`config.mk`:
```
export PLATFORM = sky130hd
export DESIGN_NAME = alarm_controller
export DESIGN_NICKNAME = d
export VERILOG_FILES = /design/src/rtl/alarm_pkg.sv /design/src/rtl/alarm_controller_sec_tick_gen.sv /design/src/rtl/alarm_controller.sv
export SDC_FILE = /design/constraint.sdc
export NUM_CORES = 1
export LEC_CHECK = 0
export CAP_MARGIN = 20
export CORE_AREA = 2 2 89 91
export DETAILED_ROUTE_END_ITERATION = 12
export DIE_AREA = 0 0 91 93
export PLACE_DENSITY = 0.63
export SLEW_MARGIN = 20
export SYNTH_ARGS = -nofsm -noshare
export SYNTH_HDL_FRONTEND = slang
export SYNTH_HIERARCHICAL = 1
export SYNTH_SLANG_ARGS = --single-unit
```
`constraint.sdc`:
```
create_clock -name clk -period 4.6 [get_ports clk]
set_input_delay 0.92 -clock clk [delete_from_list [all_inputs] [get_ports clk]]
set_output_delay 0.92 -clock clk [all_outputs]
set_load 0.01 [all_outputs]
```
`src/rtl/alarm_pkg.sv`:
```
// alarm_pkg: shared state encoding and time-field constants for the alarm
// controller slice (alarm_controller, sec_tick_gen).
//   state_e     - FSM state encoding (IDLE, RING, SNOOZE, DONE)
//   MAX_HOURS   - largest legal hours value (23)
//   MAX_MINUTES - largest legal minutes value (59)
//   HOUR_W      - bit width of an hours field
//   MIN_W       - bit width of a minutes field
package alarm_pkg;

    typedef enum logic [1:0] {
        IDLE   = 2'd0,
        RING   = 2'd1,
        SNOOZE = 2'd2,
        DONE   = 2'd3
    } state_e;

    localparam int MAX_HOURS   = 23;
    localparam int MAX_MINUTES = 59;
    localparam int HOUR_W      = $clog2(MAX_HOURS + 1);
    localparam int MIN_W       = $clog2(MAX_MINUTES + 1);

endpackage

```
`src/rtl/alarm_controller_sec_tick_gen.sv`:
```
// sec_tick_gen: one-second prescaler. Emits a single-cycle sec_tick every
// TICKS_PER_SEC enabled cycles; restart forces the count back to zero so the
// next tick lands exactly one full second later.
// Ports:
//   clk      - system clock
//   rst      - synchronous active-high reset
//   enable   - count only while high; count holds while low
//   restart  - clear the prescaler on this enabled cycle
//   sec_tick - one-cycle pulse on the last cycle of each second
module sec_tick_gen #(
    parameter int TICKS_PER_SEC = 100000000
) (
    input  logic clk,
    input  logic rst,
    input  logic enable,
    input  logic restart,
    output logic sec_tick
);

    localparam int            CW   = (TICKS_PER_SEC > 1) ? $clog2(TICKS_PER_SEC) : 1;
    localparam logic [CW-1:0] LAST = CW'(TICKS_PER_SEC - 1);

    logic [CW-1:0] cnt_q, cnt_d;

    always_comb begin
        cnt_d = cnt_q + 1'b1;
        if (restart || (cnt_q == LAST)) begin
            cnt_d = '0;
        end
    end

    always_ff @(posedge clk) begin
        if (rst) begin
            cnt_q <= '0;
        end else if (enable) begin
            cnt_q <= cnt_d;
        end
    end

    // Not gated by restart: restart is derived from the FSM next state, which
    // itself depends on sec_tick. The FSM discards ticks that lose to buttons.
    assign sec_tick = enable && (cnt_q == LAST);

endmodule

```
`src/rtl/alarm_controller.sv`:
```
// alarm_controller: compares the running time with the stored alarm time,
// rings with a blinking LED, and handles snooze (limited count), stop and
// auto-timeout. Single clock domain.
// Optional feature macro: ALARM_BUZZER_TONE_EN (square-wave buzzer tone).
// Ports:
//   clk, rst                    - clock, synchronous active-high reset
//   enable                      - low freezes prescaler, timers, blink, state, outputs
//   time_hours/time_minutes     - current time
//   alarm_hours/alarm_minutes   - stored alarm time
//   alarm_armed                 - high in clock mode, low in adjust mode
//   stop_btn, snooze_btn        - single-cycle debounced button pulses
//   alarm_led                   - blinking indicator while ringing
//   ringing, snoozing           - state indicators
//   buzzer                      - tone output (0 unless ALARM_BUZZER_TONE_EN)
module alarm_controller
    import alarm_pkg::*;
#(
    parameter int TICKS_PER_SEC    = 100000000,
    parameter int SNOOZE_SEC       = 300,
    parameter int RING_TIMEOUT_SEC = 60,
    parameter int MAX_SNOOZES      = 3
`ifdef ALARM_BUZZER_TONE_EN
    ,
    parameter int TONE_DIV         = 50000
`endif
) (
    input  logic              clk,
    input  logic              rst,
    input  logic              enable,
    input  logic [HOUR_W-1:0] time_hours,
    input  logic [MIN_W-1:0]  time_minutes,
    input  logic [HOUR_W-1:0] alarm_hours,
    input  logic [MIN_W-1:0]  alarm_minutes,
    input  logic              alarm_armed,
    input  logic              stop_btn,
    input  logic              snooze_btn,
    output logic              alarm_led,
    output logic              ringing,
    output logic              snoozing,
    output logic              buzzer
);

    localparam int RW = (RING_TIMEOUT_SEC > 0) ? $clog2(RING_TIMEOUT_SEC + 1) : 1;
    localparam int SW = (SNOOZE_SEC > 0) ? $clog2(SNOOZE_SEC + 1) : 1;
    localparam int NW = (MAX_SNOOZES > 0) ? $clog2(MAX_SNOOZES + 1) : 1;

    localparam logic [RW-1:0] RING_LIMIT  = RW'(RING_TIMEOUT_SEC);
    localparam logic [SW-1:0] SNOOZE_INIT = SW'(SNOOZE_SEC);
    localparam logic [NW-1:0] SNOOZE_MAX  = NW'(MAX_SNOOZES);

    state_e        state_q, state_d;
    logic          match, match_q;
    logic [RW-1:0] ring_sec_q, ring_sec_d;
    logic [SW-1:0] snooze_sec_q, snooze_sec_d;
    logic [NW-1:0] snooze_cnt_q, snooze_cnt_d;
    logic          blink_q, blink_d;
    logic          alarm_led_q, ringing_q, snoozing_q;
    logic          sec_tick, restart;

    // Saturating second counters: never wrap past their terminal value.
    function automatic logic [RW-1:0] ring_sec_inc(input logic [RW-1:0] v);
        return (v == RING_LIMIT) ? v : v + 1'b1;
    endfunction

    function automatic logic [SW-1:0] snooze_sec_dec(input logic [SW-1:0] v);
        return (v == '0) ? v : v - 1'b1;
    endfunction

    assign match   = alarm_armed && (time_hours == alarm_hours)
                                 && (time_minutes == alarm_minutes);
    assign restart = (state_d != state_q);

    sec_tick_gen #(
        .TICKS_PER_SEC(TICKS_PER_SEC)
    ) u_sec_tick_gen (
        .clk      (clk),
        .rst      (rst),
        .enable   (enable),
        .restart  (restart),
        .sec_tick (sec_tick)
    );

    always_comb begin
        state_d      = state_q;
        ring_sec_d   = ring_sec_q;
        snooze_sec_d = snooze_sec_q;
        snooze_cnt_d = snooze_cnt_q;
        blink_d      = blink_q;

        if (!alarm_armed) begin
            // Disarming beats any button and parks the event cleanly.
            state_d      = IDLE;
            ring_sec_d   = '0;
            snooze_cnt_d = '0;
            blink_d      = 1'b1;
        end else begin
            unique case (state_q)
                IDLE: begin
                    ring_sec_d   = '0;
                    snooze_cnt_d = '0;
                    blink_d      = 1'b1;
                    if (match_q) begin
                        state_d = RING;
                    end
                end
                RING: begin
                    if (stop_btn) begin
                        state_d = DONE;
                    end else if (snooze_btn) begin
                        if (snooze_cnt_q < SNOOZE_MAX) begin
                            state_d      = SNOOZE;
                            snooze_cnt_d = snooze_cnt_q + 1'b1;
                            snooze_sec_d = SNOOZE_INIT;
                        end else begin
                            state_d = DONE;
                        end
                    end else if (sec_tick) begin
                        blink_d    = ~blink_q;
                        ring_sec_d = ring_sec_inc(ring_sec_q);
                        if (ring_sec_d == RING_LIMIT) begin
                            state_d = DONE;
                        end
                    end
                end
                SNOOZE: begin
                    if (stop_btn) begin
                        state_d = DONE;
                    end else if (sec_tick) begin
                        snooze_sec_d = snooze_sec_dec(snooze_sec_q);
                        if (snooze_sec_d == '0) begin
                            state_d    = RING;
                            ring_sec_d = '0;
                            blink_d    = 1'b1;
                        end
                    end
                end
                DONE: begin
                    // Hold until the minute moves on so the same minute cannot retrigger.
                    if (!match_q) begin
                        state_d = IDLE;
                    end
                end
                default: state_d = IDLE;
            endcase
        end
    end

    always_ff @(posedge clk) begin
        if (rst) begin
            match_q <= 1'b0;
        end else begin
            match_q <= match;
        end
    end

    // Outputs are registered from next-state values so they change together
    // with the state register.
    always_ff @(posedge clk) begin
        if (rst) begin
            state_q      <= IDLE;
            ring_sec_q   <= '0;
            snooze_sec_q <= '0;
            snooze_cnt_q <= '0;
            blink_q      <= 1'b1;
            alarm_led_q  <= 1'b0;
            ringing_q    <= 1'b0;
            snoozing_q   <= 1'b0;
        end else if (enable) begin
            state_q      <= state_d;
            ring_sec_q   <= ring_sec_d;
            snooze_sec_q <= snooze_sec_d;
            snooze_cnt_q <= snooze_cnt_d;
            blink_q      <= blink_d;
            alarm_led_q  <= (state_d == RING) && blink_d;
            ringing_q    <= (state_d == RING);
            snoozing_q   <= (state_d == SNOOZE);
        end
    end

    assign alarm_led = alarm_led_q;
    assign ringing   = ringing_q;
    assign snoozing  = snoozing_q;

`ifdef ALARM_BUZZER_TONE_EN
    localparam int            TW        = (TONE_DIV > 1) ? $clog2(TONE_DIV) : 1;
    localparam logic [TW-1:0] TONE_LAST = TW'(TONE_DIV - 1);

    logic [TW-1:0] tone_cnt_q;
    logic          buzzer_q;

    // Tone restarts whenever the LED is dark, so each lit phase begins low.
    always_ff @(posedge clk) begin
        if (rst) begin
            tone_cnt_q <= '0;
            buzzer_q   <= 1'b0;
        end else if (enable) begin
            if (!alarm_led_q) begin
                tone_cnt_q <= '0;
                buzzer_q   <= 1'b0;
            end else if (tone_cnt_q == TONE_LAST) begin
                tone_cnt_q <= '0;
                buzzer_q   <= ~buzzer_q;
            end else begin
                tone_cnt_q <= tone_cnt_q + 1'b1;
            end
        end
    end

    assign buzzer = buzzer_q;
`else
    assign buzzer = 1'b0;
`endif

endmodule

```
==> results of run 1 <==
## final cells by class
cell class,count,area [um2]
repair buffers,34,330
flip-flops and latches,51,1020
inverters,10,37.5
multi-input cells,339,2100
well taps,102,128
clock inverters,2,12.5
clock buffers,6,72.6
fillers,802,3830
## final timing paths
| check | end | slack, ns | depth (start not counted) |
|---|---|---|---|
| hold reg to reg | snooze_cnt_q[1]$_SDFFE_PP0P_ | 0.46 | 2 |
| hold / removal | snooze_cnt_q[1]$_SDFFE_PP0P_ | 0.46 | 2 |
| setup reg to reg | u_sec_tick_gen/cnt_q[16]$_SDFFE_PP0P_ | 0.75 | 14 |
| setup / recovery | u_sec_tick_gen/cnt_q[21]$_SDFFE_PP0P_ | 0.54 | 13 |
## cells in the mapped netlist (all sizes together) (5+ instances only)
master / count
nand2: 53
dfxtp: 51
nor2: 44
a21oi: 30
o21ai: 23
nand3: 21
nor3: 16
xor2: 16
nand4: 15
xnor2: 15
clkbuf: 12
buf: 10
inv: 10
nor4: 8
or3: 8
nor2b: 6
and4: 5
ha: 5
nand2b: 5
or4b: 5
## routing by layer
layer	up-vias	GRT usage (%)	part of all wire, %
li1	1563	-	-
met5	-	0	0
met1	1442	23.6	45
met4	0	5.18	0.63
met3	5	2.90	2.8
met2	34	34.2	51
## through the flow
step                      hold slack [ns]  utilization (%)  total power, W
after floorplan                     0.436                -        0.000490
after global placement              0.444             48.0        0.000523
after detailed placement            0.452             48.0        0.000524
after CTS                           0.467             49.2        0.000789
after global routing                0.502             49.2        0.000812
final                               0.462             49.2        0.000775
## flip-flops by register name, summed over array words and instances, names as in the netlist
signal / cells
state_q: 2
snoozing: 1
snooze_cnt_q: 2
blink_q: 1
ring_sec_q: 6
ringing: 1
alarm_led: 1
snooze_sec_q: 9
match_q: 1
u_sec_tick_gen/cnt_q: 27
## power breakdown
group          leakage [nW]   total, W  internal, W  switching [W]
Sequential            0.411   0.000448     0.000444     0.00000371
Clock                0.0412   0.000262     0.000107       0.000156
Combinational         0.813  0.0000655    0.0000348      0.0000307
## cells by family after synthesis
group | after synthesis
other | 1
multiplexers | 3
buffers and inverters | 32
XOR/XNOR | 31
adder cells (fa/ha/maj) | 5
flip-flops | 51
AND/OR/NAND/NOR | 210
AO/OA/AOI/OAI | 89
## critical path: cells and delay by family
| kind | cells | cell delay (ns) |
|---|---|---|
| AND/OR/NAND/NOR | 7 | 1.42 |
| buffers and inverters | 1 | 0.48 |
| AO/OA/AOI/OAI | 5 | 1.50 |
==> flow_summary.ini, run 1 <==
[yosys]
synth_top_family_by_area = simple AND/OR/NAND/NOR gates
async_flop_share_pct = 0
synthXorXnorAreaFrac_pct = 8.32
yosys.area.top_type_share_pct = 31.3
ys_ff_latch = 51
yosys-mux-area-fraction_pct = 0.920
yosysTopAreaCell = dfxtp_1
synth_compound_area_share_pct = 18.1
seq_area_frac_synth_pct = 31.3
yosys.area_share.simple_pct = 35.0
post_synth_num_cell_types = 69
synthCells = 422
synth_edf_count = 0
ys_warn_count = 6
syn_avg_cell_area_um2 = 7.74
synth_ff_type = dfxtp_1
netlist_area_um2 = 3260
syn_nets = 455
synth_area_leaders = dfxtp_1 31%, nand2_1 6.1%, nor2_1 5.1%, a21oi_1 4.6%, xor2_1 4.3%
synth_fa_ha_area_share_pct = 1.92

[min_path]
hold_class = flop to flop
min-delay-start = snooze_cnt_q[1]$_SDFFE_PP0P_

[finish]
final_cells = 544
num_antenna_cells = 0
drive_above_1_share_pct = 7.24
nNetsFinal = 474
design_area_um2 = 3700
syn2layout_area_growth_pct = 13.4
layout_common_cells = 53 x nand2_1, 51 x dfxtp_1, 44 x nor2_1, 30 x a21oi_1, 30 x clkdlybuf4s50_1
mostFrequentLayoutCell = nand2_1

[cts]
cts_max_path_buffers = 2
hold_buffers = 0
cts_tree = yes
cts_num_sinks = 51
htreeDepth = 2
clk_pin_slew_worst_paths_ns = 0.10
cts_buffers = 5
clk_latency_ns = 0.31
postCtsSetupBuffers = 0
cts_resized = 0
cts_root_buf = clkbuf_8

[critical_path]
slowest_delay_ns = 0.52
critPathMaxFanout = 14
critical-path-slowest-cell = a21oi_1
path_common_cell = nor2_1
arrival_ns = 4.31
worstSetupEndpointType = flop
worstSetupPathType = input port to flop
r2r-start = snooze_sec_q[0]$_SDFFE_PP0P_
critPathLaunch = enable
start_kind = input port
crit_chain = clkdlybuf4s50_1 -> nand4_1 -> or3_1 -> nor2_1 -> nand2b_1 -> o41ai_1 -> nand3b_1 -> o21ai_0 -> nand2_1 -> o2bb2ai_1 -> a21oi_1 -> o21ai_4 -> nor2_1
critPathRequiredTime_ns = 4.85

[floorplanning]
die_x_um = 91
coreArea_um2 = 7530
die_area_um2 = 8460
num_rows = 32
die_h_um = 93
io_pins = 32
initial_core_util_pct = 43.4

[timing]
post-route-min-period_ns = 4.06
worst_slack_ns = 0.539
finalHoldViolations = 0
timing.final.crit_share_pct = 88.3
maxSlewViolCount = 0
fin_skew_ns = 0.00794
setup_viol = 0
timing.fmax_mhz = 246
rsz0062_at_grt = no
max-slew-margin-rel_pct = 34.7
setup_tns_ns = 0
worst-slew-pin-transition_ns = 0.974

[routing]
drtIter0Drc = 102
firstDrtPassIters = 4
via_count = 3044
drc = 0
final_antenna_net_count = 0
avgViaCountPerCell = 5.60
wirelength_um = 7590
wire_per_inst_um = 14.0

[global_routing]
grt_start_max_net_pins = 20
grt_use_total_pct = 19.0
grt_pass1_vias = 2876
grt_first_pass_wirelength_um = 13300
gr-total-overflow = 0
antenna_found_initial = 0

[run]
drv_cap = 0

[place]
dpl_worst_slack_ns = 0.244
gp_congestion = 0.850
dp_hpwl_um = 5760
placed_cell_area_um2 = 3620
numPortBuffers = 30
dpl.cell_count = 536

[power]
p_leak_nw = 1.27
peakVddDrop_mv = 0.122
pwr_density_cell_nw_per_um2 = 210

[run_status]
outcome = finished, final reports clean
Note: power is estimated with default switching activity, not from simulation.
==> run 2: changes to the inputs <==
- CTS_BUF_LIST: default -> sky130_fd_sc_hd__clkbuf_4 sky130_fd_sc_hd__clkbuf_8 sky130_fd_sc_hd__clkbuf_16
==> flow_summary.ini, run 2 (same netlist as run 1, synthesis figures left out) <==
[timing]
post-route-min-period_ns = 4.06
rsz0062_at_grt = no
holdWs_ns = 0.462
fin_skew_ns = 0.00833
worst-slew-pin-transition_ns = 0.975
timing.fmax_mhz = 246
setup_viol = 0
timing.final.crit_share_pct = 88.3
maxSlewViolCount = 0
finalHoldViolations = 0
max-slew-margin-rel_pct = 34.6
setup_tns_ns = 0

[routing]
via_count = 3041
firstDrtPassIters = 4
avgViaCountPerCell = 5.59
wire_per_inst_um = 14.0
drtIter0Drc = 103
drc = 0
final_antenna_net_count = 0
wirelength_um = 7590

[floorplanning]
io_pins = 32
die_area_um2 = 8460
die_h_um = 93
num_rows = 32
die_x_um = 91
initial_core_util_pct = 43.4
coreArea_um2 = 7530

[finish]
regMostFlops = u_sec_tick_gen/cnt_q
n_fill_cell = 802
layout_common_cells = 53 x nand2_1, 51 x dfxtp_1, 44 x nor2_1, 30 x a21oi_1, 30 x clkdlybuf4s50_1
nNetsFinal = 474
drive_above_1_share_pct = 7.47
final_cells = 544
syn2layout_area_growth_pct = 13.5
largest_reg_flops = 27
mostFrequentLayoutCell = nand2_1
reg_top3 = u_sec_tick_gen/cnt_q x27, snooze_sec_q x9, ring_sec_q x6
num_antenna_cells = 0

[global_routing]
gr-total-overflow = 0
grt_first_pass_wirelength_um = 13300
grt_start_max_net_pins = 20
grt_pass1_vias = 2876
antenna_found_initial = 0
grt_use_total_pct = 19.0

[cts]
cts_max_path_buffers = 2
cts_num_sinks = 51
clk_latency_ns = 0.31
postCtsSetupBuffers = 0
htreeDepth = 2
cts_root_buf = clkbuf_8
cts_buffers = 5
clk_pin_slew_worst_paths_ns = 0.10
cts_tree = yes
hold_buffers = 0
cts_resized = 0

[place]
dp_hpwl_um = 5760
gp_congestion = 0.850
numPortBuffers = 30
dpl.cell_count = 536

[critical_path]
critPathRequiredTime_ns = 4.85
worstSetupEndpointType = flop
arrival_ns = 4.31
start_kind = input port
worstSetupPathType = input port to flop
critPathMaxFanout = 14

[power]
pwr_density_cell_nw_per_um2 = 211
p_leak_nw = 1.27
peakVddDrop_mv = 0.122

[run_status]
outcome = finished, final reports clean

[min_path]
hold_class = flop to flop

[run]
drv_cap = 0
## run 2: cell types whose count changed in the layout (fill, tap and decap cells not counted)
cell and change:
clkbuf_4 +1, clkbuf_1 -1
## run 2: final timing paths
| kind | start | end | slack (ns) | cells past startpoint |
|---|---|---|---|---|
| max | enable | u_sec_tick_gen/cnt_q[21]$_SDFFE_PP0P_ | 0.54 | 13 |
| max reg2reg | snooze_sec_q[0]$_SDFFE_PP0P_ | u_sec_tick_gen/cnt_q[16]$_SDFFE_PP0P_ | 0.75 | 14 |
| min | snooze_cnt_q[1]$_SDFFE_PP0P_ | snooze_cnt_q[1]$_SDFFE_PP0P_ | 0.46 | 2 |
| min reg2reg | snooze_cnt_q[1]$_SDFFE_PP0P_ | snooze_cnt_q[1]$_SDFFE_PP0P_ | 0.46 | 2 |
## run 2: layout make-up
type	instances	area, um2	share of cell area (%)
multi-input cells	339	2100	56.7
repair buffers	34	330	8.92
well taps	102	128	3.44
flip-flops and latches	51	1020	27.6
inverters	10	37.5	1.01
clock inverters	2	12.5	0.338
clock buffers	6	76.3	2.06
## run 2: where the power goes
group          internal, W   total, W  switching, W
clock             0.000113   0.000268      0.000155
combinational    0.0000348  0.0000655     0.0000307
sequential        0.000444   0.000448    0.00000367
total             0.000591   0.000781      0.000190
## run 2: routing by layer
| layer | vias up | track usage, % | wire length [um] |
|---|---|---|---|
| met1 | 1436 | 23.6 | 3430 |
| met2 | 34 | 34.2 | 3910 |
| li1 | 1566 | - | - |
| met4 | 0 | 5.18 | 48 |
| met3 | 5 | 2.90 | 210 |
| met5 | - | 0 | 0 |
## run 2: worst max-delay path: stages
cell,delay (ns)
clkdlybuf4s50_1,0.48
nand4_1,0.18
or3_1,0.38
nor2_1,0.38
nand2b_1,0.10
o41ai_1,0.46
nand3b_1,0.16
o21ai_0,0.11
nand2_1,0.07
o2bb2ai_1,0.16
a21oi_1,0.52
o21ai_4,0.25
nor2_1,0.15
## run 2: through the flow
step | setup WS (ns) | area (um2) | power [W] | util, %
finish | 0.539 | 3700 | 0.000781 | 49.2
global route | 0.208 | 3700 | 0.000818 | 49.2
CTS | 0.568 | 3700 | 0.000795 | 49.2
detailed placement | 0.244 | 3620 | 0.000524 | 48.0
global placement | 0.444 | 3620 | 0.000523 | 48.0
floorplan | 0.801 | 3260 | 0.000490 | -
==> run 3: changes to the inputs <==
- clock period: 4.6 -> 4.7 ns (I/O delays scaled with it)
==> flow_summary.ini, run 3 (same netlist as run 1, synthesis figures left out) <==
[timing]
maxSlewViolCount = 0
fin_skew_ns = 0.00527
worst-slew-pin-transition_ns = 1.00
finalHoldViolations = 0
post-route-min-period_ns = 4.04
holdWs_ns = 0.464
max-slew-margin-rel_pct = 32.8
setup_viol = 0
timing.fmax_mhz = 248
rsz0062_at_grt = no
setup_tns_ns = 0
worst_slack_ns = 0.660
timing.final.crit_share_pct = 86.0

[cts]
cts_root_buf = clkbuf_8
cts_buffers = 5
cts_num_sinks = 51
hold_buffers = 0
clk_latency_ns = 0.31
cts_max_path_buffers = 2
cts_resized = 0
clk_pin_slew_worst_paths_ns = 0.10
postCtsSetupBuffers = 0
cts_tree = yes
htreeDepth = 2

[floorplanning]
initial_core_util_pct = 43.4
die_area_um2 = 8460
coreArea_um2 = 7530
die_x_um = 91
num_rows = 32
io_pins = 32
die_h_um = 93

[finish]
nNetsFinal = 474
regMostFlops = u_sec_tick_gen/cnt_q
drive_above_1_share_pct = 7.47
reg_top3 = u_sec_tick_gen/cnt_q x27, snooze_sec_q x9, ring_sec_q x6
layout_common_cells = 53 x nand2_1, 51 x dfxtp_1, 44 x nor2_1, 30 x a21oi_1, 30 x clkdlybuf4s50_1
mostFrequentLayoutCell = nand2_1
syn2layout_area_growth_pct = 14.4
num_antenna_cells = 0
largest_reg_flops = 27

[power]
p_sw_w = 0.000186
clockPowerShare_pct = 39.3
sw_frac_of_total_pct = 22.5
peakVddDrop_mv = 0.129
p_int_w = 0.000641
p_leak_nw = 1.29
combPwrFrac_pct = 7.8
pwr-share-seq_pct = 52.9
pwr_density_cell_nw_per_um2 = 222

[min_path]
worstHoldPathCells = 2
hold_class = flop to flop
min-delay-start = snooze_cnt_q[1]$_SDFFE_PP0P_
holdPathEnd = snooze_cnt_q[1]$_SDFFE_PP0P_

[global_routing]
gr-usage-met1_pct = 22.8
gr-total-overflow = 0
grt.met2_usage_pct = 34.4
grt_first_pass_wirelength_um = 13300
grt_use_total_pct = 18.7
met3_usage_pct = 2.90
grt.busiest_layer = met2
grt_pass1_vias = 2912
antenna_found_initial = 0
grt_start_max_net_pins = 20

[run]
drv_cap = 0

[run_status]
outcome = finished, final reports clean

[place]
numPortBuffers = 30
dp_hpwl_um = 5680
gp_congestion = 0.856
dpl_worst_slack_ns = 0.385

[routing]
wire_per_inst_um = 14.1
via_count = 3046
drc = 0
wirelength_um = 7650
firstDrtPassIters = 4
final_antenna_net_count = 0
drtIter0Drc = 91
avgViaCountPerCell = 5.60

[critical_path]
critPathRequiredTime_ns = 4.95
reg2regPathDepth = 14
r2r_slack_ns = 0.90
critPathMaxFanout = 14
r2r-start = snooze_sec_q[0]$_SDFFE_PP0P_
worstSetupEndpointType = flop
start_kind = input port
r2r_end = u_sec_tick_gen/cnt_q[16]$_SDFFE_PP0P_
arrival_ns = 4.29
worstSetupPathType = input port to flop
[run 3: how the worst max path moves through the flow]
stage	startpoint	end	slack, ns	cells past startpoint
finish	enable	u_sec_tick_gen/cnt_q[23]$_SDFFE_PP0P_	0.66	13
global route	enable	u_sec_tick_gen/cnt_q[21]$_SDFFE_PP0P_	0.33	13
CTS	enable	u_sec_tick_gen/cnt_q[21]$_SDFFE_PP0P_	0.70	13
detailed placement	enable	u_sec_tick_gen/cnt_q[21]$_SDFFE_PP0P_	0.38	13
global placement	enable	u_sec_tick_gen/cnt_q[16]$_SDFFE_PP0P_	0.55	14
floorplan	enable	u_sec_tick_gen/cnt_q[13]$_SDFFE_PP0P_	0.88	15
[run 3: worst max-delay path: stages]
cell,delay (ns)
clkdlybuf4s50_1,0.48
nand4_1,0.18
or3_1,0.38
nor2_1,0.36
nand2b_1,0.10
o41ai_1,0.42
nand3b_1,0.17
o21ai_0,0.11
nand2_1,0.07
o2bb2ai_1,0.16
a21oi_1,0.51
o21ai_4,0.24
nor2_1,0.16
[run 3: final cells by class]
| class | instances | area, um2 |
|---|---|---|
| timing repair buffer | 34 | 330 |
| tap | 102 | 128 |
| multi-input combinational | 339 | 2100 |
| sequential | 51 | 1020 |
| inverter | 10 | 37.5 |
| clock inverter | 2 | 35.0 |
| clock buffer | 6 | 82.6 |
| fill | 761 | 3790 |
[run 3: power by group through the flow]
| stage | sequential (W) | combinational [W] | clock [W] |
|---|---|---|---|
| floorplan | 0.000447 | 0.0000328 | 0 |
| global placement | 0.000448 | 0.0000638 | 0 |
| detailed placement | 0.000448 | 0.0000648 | 0 |
| CTS | 0.000438 | 0.0000652 | 0.000338 |
| global route | 0.000439 | 0.0000706 | 0.000351 |
| finish | 0.000438 | 0.0000644 | 0.000325 |
[run 3: per-stage QoR]
step / total power [W] / utilization [%] / std cells / cell area, um2
floorplan: 0.000480 / - / 422 / 3260
global placement: 0.000512 / 48.0 / 536 / 3620
detailed placement: 0.000513 / 48.0 / 536 / 3620
CTS: 0.000841 / 49.6 / 544 / 3730
global route: 0.000860 / 49.6 / 544 / 3730
finish: 0.000827 / 49.6 / 544 / 3730
[run 3: routing by layer]
layer / vias to the layer above / share of wire, %
li1: 1554 / -
met1: 1445 / 46
met2: 39 / 51
met3: 8 / 2.5
met4: 0 / 1.0
met5: - / 0
==> edit: new RTL, settings of run 2 <==
The option `ALARM_BUZZER_TONE_EN` is turned on by a define.
--- a/src/rtl/alarm_controller.sv
+++ b/src/rtl/alarm_controller.sv
@@ -13,4 +13,6 @@
 //   ringing, snoozing           - state indicators
 //   buzzer                      - tone output (0 unless ALARM_BUZZER_TONE_EN)
+`define ALARM_BUZZER_TONE_EN
+
 module alarm_controller
     import alarm_pkg::*;
Check against the original RTL: same outputs for any inputs over 10 cycles, from zero or initial values and one cycle with rst high; that may be too few to reach the edited logic, so the function may still have changed.
==> edit against run 2 <==
Total power increased by 50%. Sequential cell count increased by 17. Synthesized cell count increased by 20%. Largest power group unchanged. Critical path type unchanged. Sequential power increased by 33%. Utilization increased by 13 points. Clock power increased by 85%. Highest routed layer unchanged. Worst setup slack got worse by 0.19 ns. Global-route usage increased by 3.2 points. Via count increased by 23%. Count of clock-buffer cells in the layout increased by 3. Synthesized area increased by 25%. Cell area increased by 26%. Largest cell class unchanged. Routed wire length increased by 18%.
==> edit: results (changes against run 2) <==
# H-tree levels = 3 (was 2)
Fillers = 743 (was 802)
Worst Skew = 0.0124 ns (was 0.00833 ns)
Insertion delay to the later sink of the worst-skew pair = 0.35 ns (was 0.31 ns)
DR pass1 iterations = 5 (was 4)
Final hold slack = 0.478 ns (was 0.462 ns)
Sequential area share after synthesis = 33.4% (was 31.3%)
First-iteration detailed-routing DRC count = 197 (was 103)
Invs w/o clock = 13 (was 10)
Multiplexer share of the synthesized area = 1.51% (was 0.920%)
RePlAce Congestion = 0.890 (was 0.850)
Slowest-stage cell, CP = clkdlybuf4s50_1 (was a21oi_1)
Multi-input gate area = 2530 um2 (was 2100 um2)
P_leak = 1.56 nW (was 1.27 nW)
Compound-gate portion of the synthesized area = 16.2% (was 18.1%)
HP Start = buzzer (was snooze_cnt_q[1])
Layout cells sized above 1 = 8.92% (was 7.47%)
Sequential cell area share = 29.2% (was 27.6%)
Layout Cells excl Fill = 640 (was 544)
Non-clock buffer share = 8.28% (was 8.92%)
Total GRT Usage = 22.1% (was 19.0%)
Setup WS pre-CTS = 0.0740 ns (was 0.244 ns)
Status = finished clean (unchanged)
CP arrival = 4.54 ns (was 4.31 ns)
Non-clock buffers = 41 (was 34)
Vias in the first global route = 3474 (was 2876)
Vias per cell = 5.84 (was 5.59)
Nets = 572 (was 474)
Worst VDD drop = 0.224 mV (was 0.122 mV)
Clock-cell share of area = 4.27% (was 2.40%)
Hold endpoint = buzzer (was snooze_cnt_q[1])
Power per cell area = 251 nW/um2 (was 211 nW/um2)
First-pass GRT wire length = 15.5 mm (was 13.3 mm)
Family with the most delay on the worst path = simple AND/OR/NAND/NOR gates (was compound AO/OA/AOI/OAI gates)
Yosys cell types = 70 (was 69)
Final WL = 8.99 mm (was 7.59 mm)
Synth Area in Adders = 3.38% (was 1.92%)
Largest net degree at the start of global routing = 28 (was 20)
Mapped Cells = 507 (was 422)
Reg2Reg Capture Point = u_sec_tick_gen/cnt_q[12] (was u_sec_tick_gen/cnt_q[16])
I/O Buffers = 31 (was 30)
Worst slew pin tran = 0.825 ns (was 0.975 ns)
Top cells by count, synth = 68 x dfxtp_1, 65 x nor2_1, 56 x nand2_1 (was 53 x nand2_1, 51 x dfxtp_1, 44 x nor2_1)
edit: cell count changes after synthesis, moves of 6 or more:
cell / change
nor2_1: +21
dfxtp_1: +17
xnor2_1: +7
xor2_1: +7
ha_1: +6
nand3_1: +6
o21ai_0: -6
edit: cells by family after synthesis:
family,Yosys count
AO/OA/AOI/OAI,96
adder cells (fa/ha/maj),11
AND/OR/NAND/NOR,242
flip-flops,68
multiplexers,6
buffers and inverters,39
XOR/XNOR,45
edit: routing by layer:
metal  global-route usage (%)  share of wire (%)  up-vias
met1                     29.2                 48     1754
li1                         -                  -     1876
met4                     10.4                2.0        0
met2                     35.5                 46       91
met3                     3.87                4.7       18
met5                        0                  0        -
edit: power breakdown:
group / internal [mW] / switching [mW] / leakage, nW
clock: 0.252 / 0.246 / 0.0918
sequential: 0.592 / 0.00501 / 0.548
combinational: 0.0388 / 0.0350 / 0.922
total: 0.883 / 0.286 / 1.56
edit: worst min-delay path, stage by stage (launching register included):
cell and delay [ns]:
dfxtp_1 0.32, nand2_1 0.06, a21oi_1 0.05
edit: worst max-delay path by stage:
stage	start	endpoint	slack (ns)	cells after the start
floorplan	enable	u_sec_tick_gen/cnt_q[13]	0.10	17
global placement	enable	u_sec_tick_gen/cnt_q[16]	0.18	14
detailed placement	enable	u_sec_tick_gen/cnt_q[16]	0.07	14
CTS	enable	u_sec_tick_gen/cnt_q[16]	0.42	14
global route	enable	u_sec_tick_gen/cnt_q[12]	0.06	16
finish	enable	u_sec_tick_gen/cnt_q[12]	0.35	14
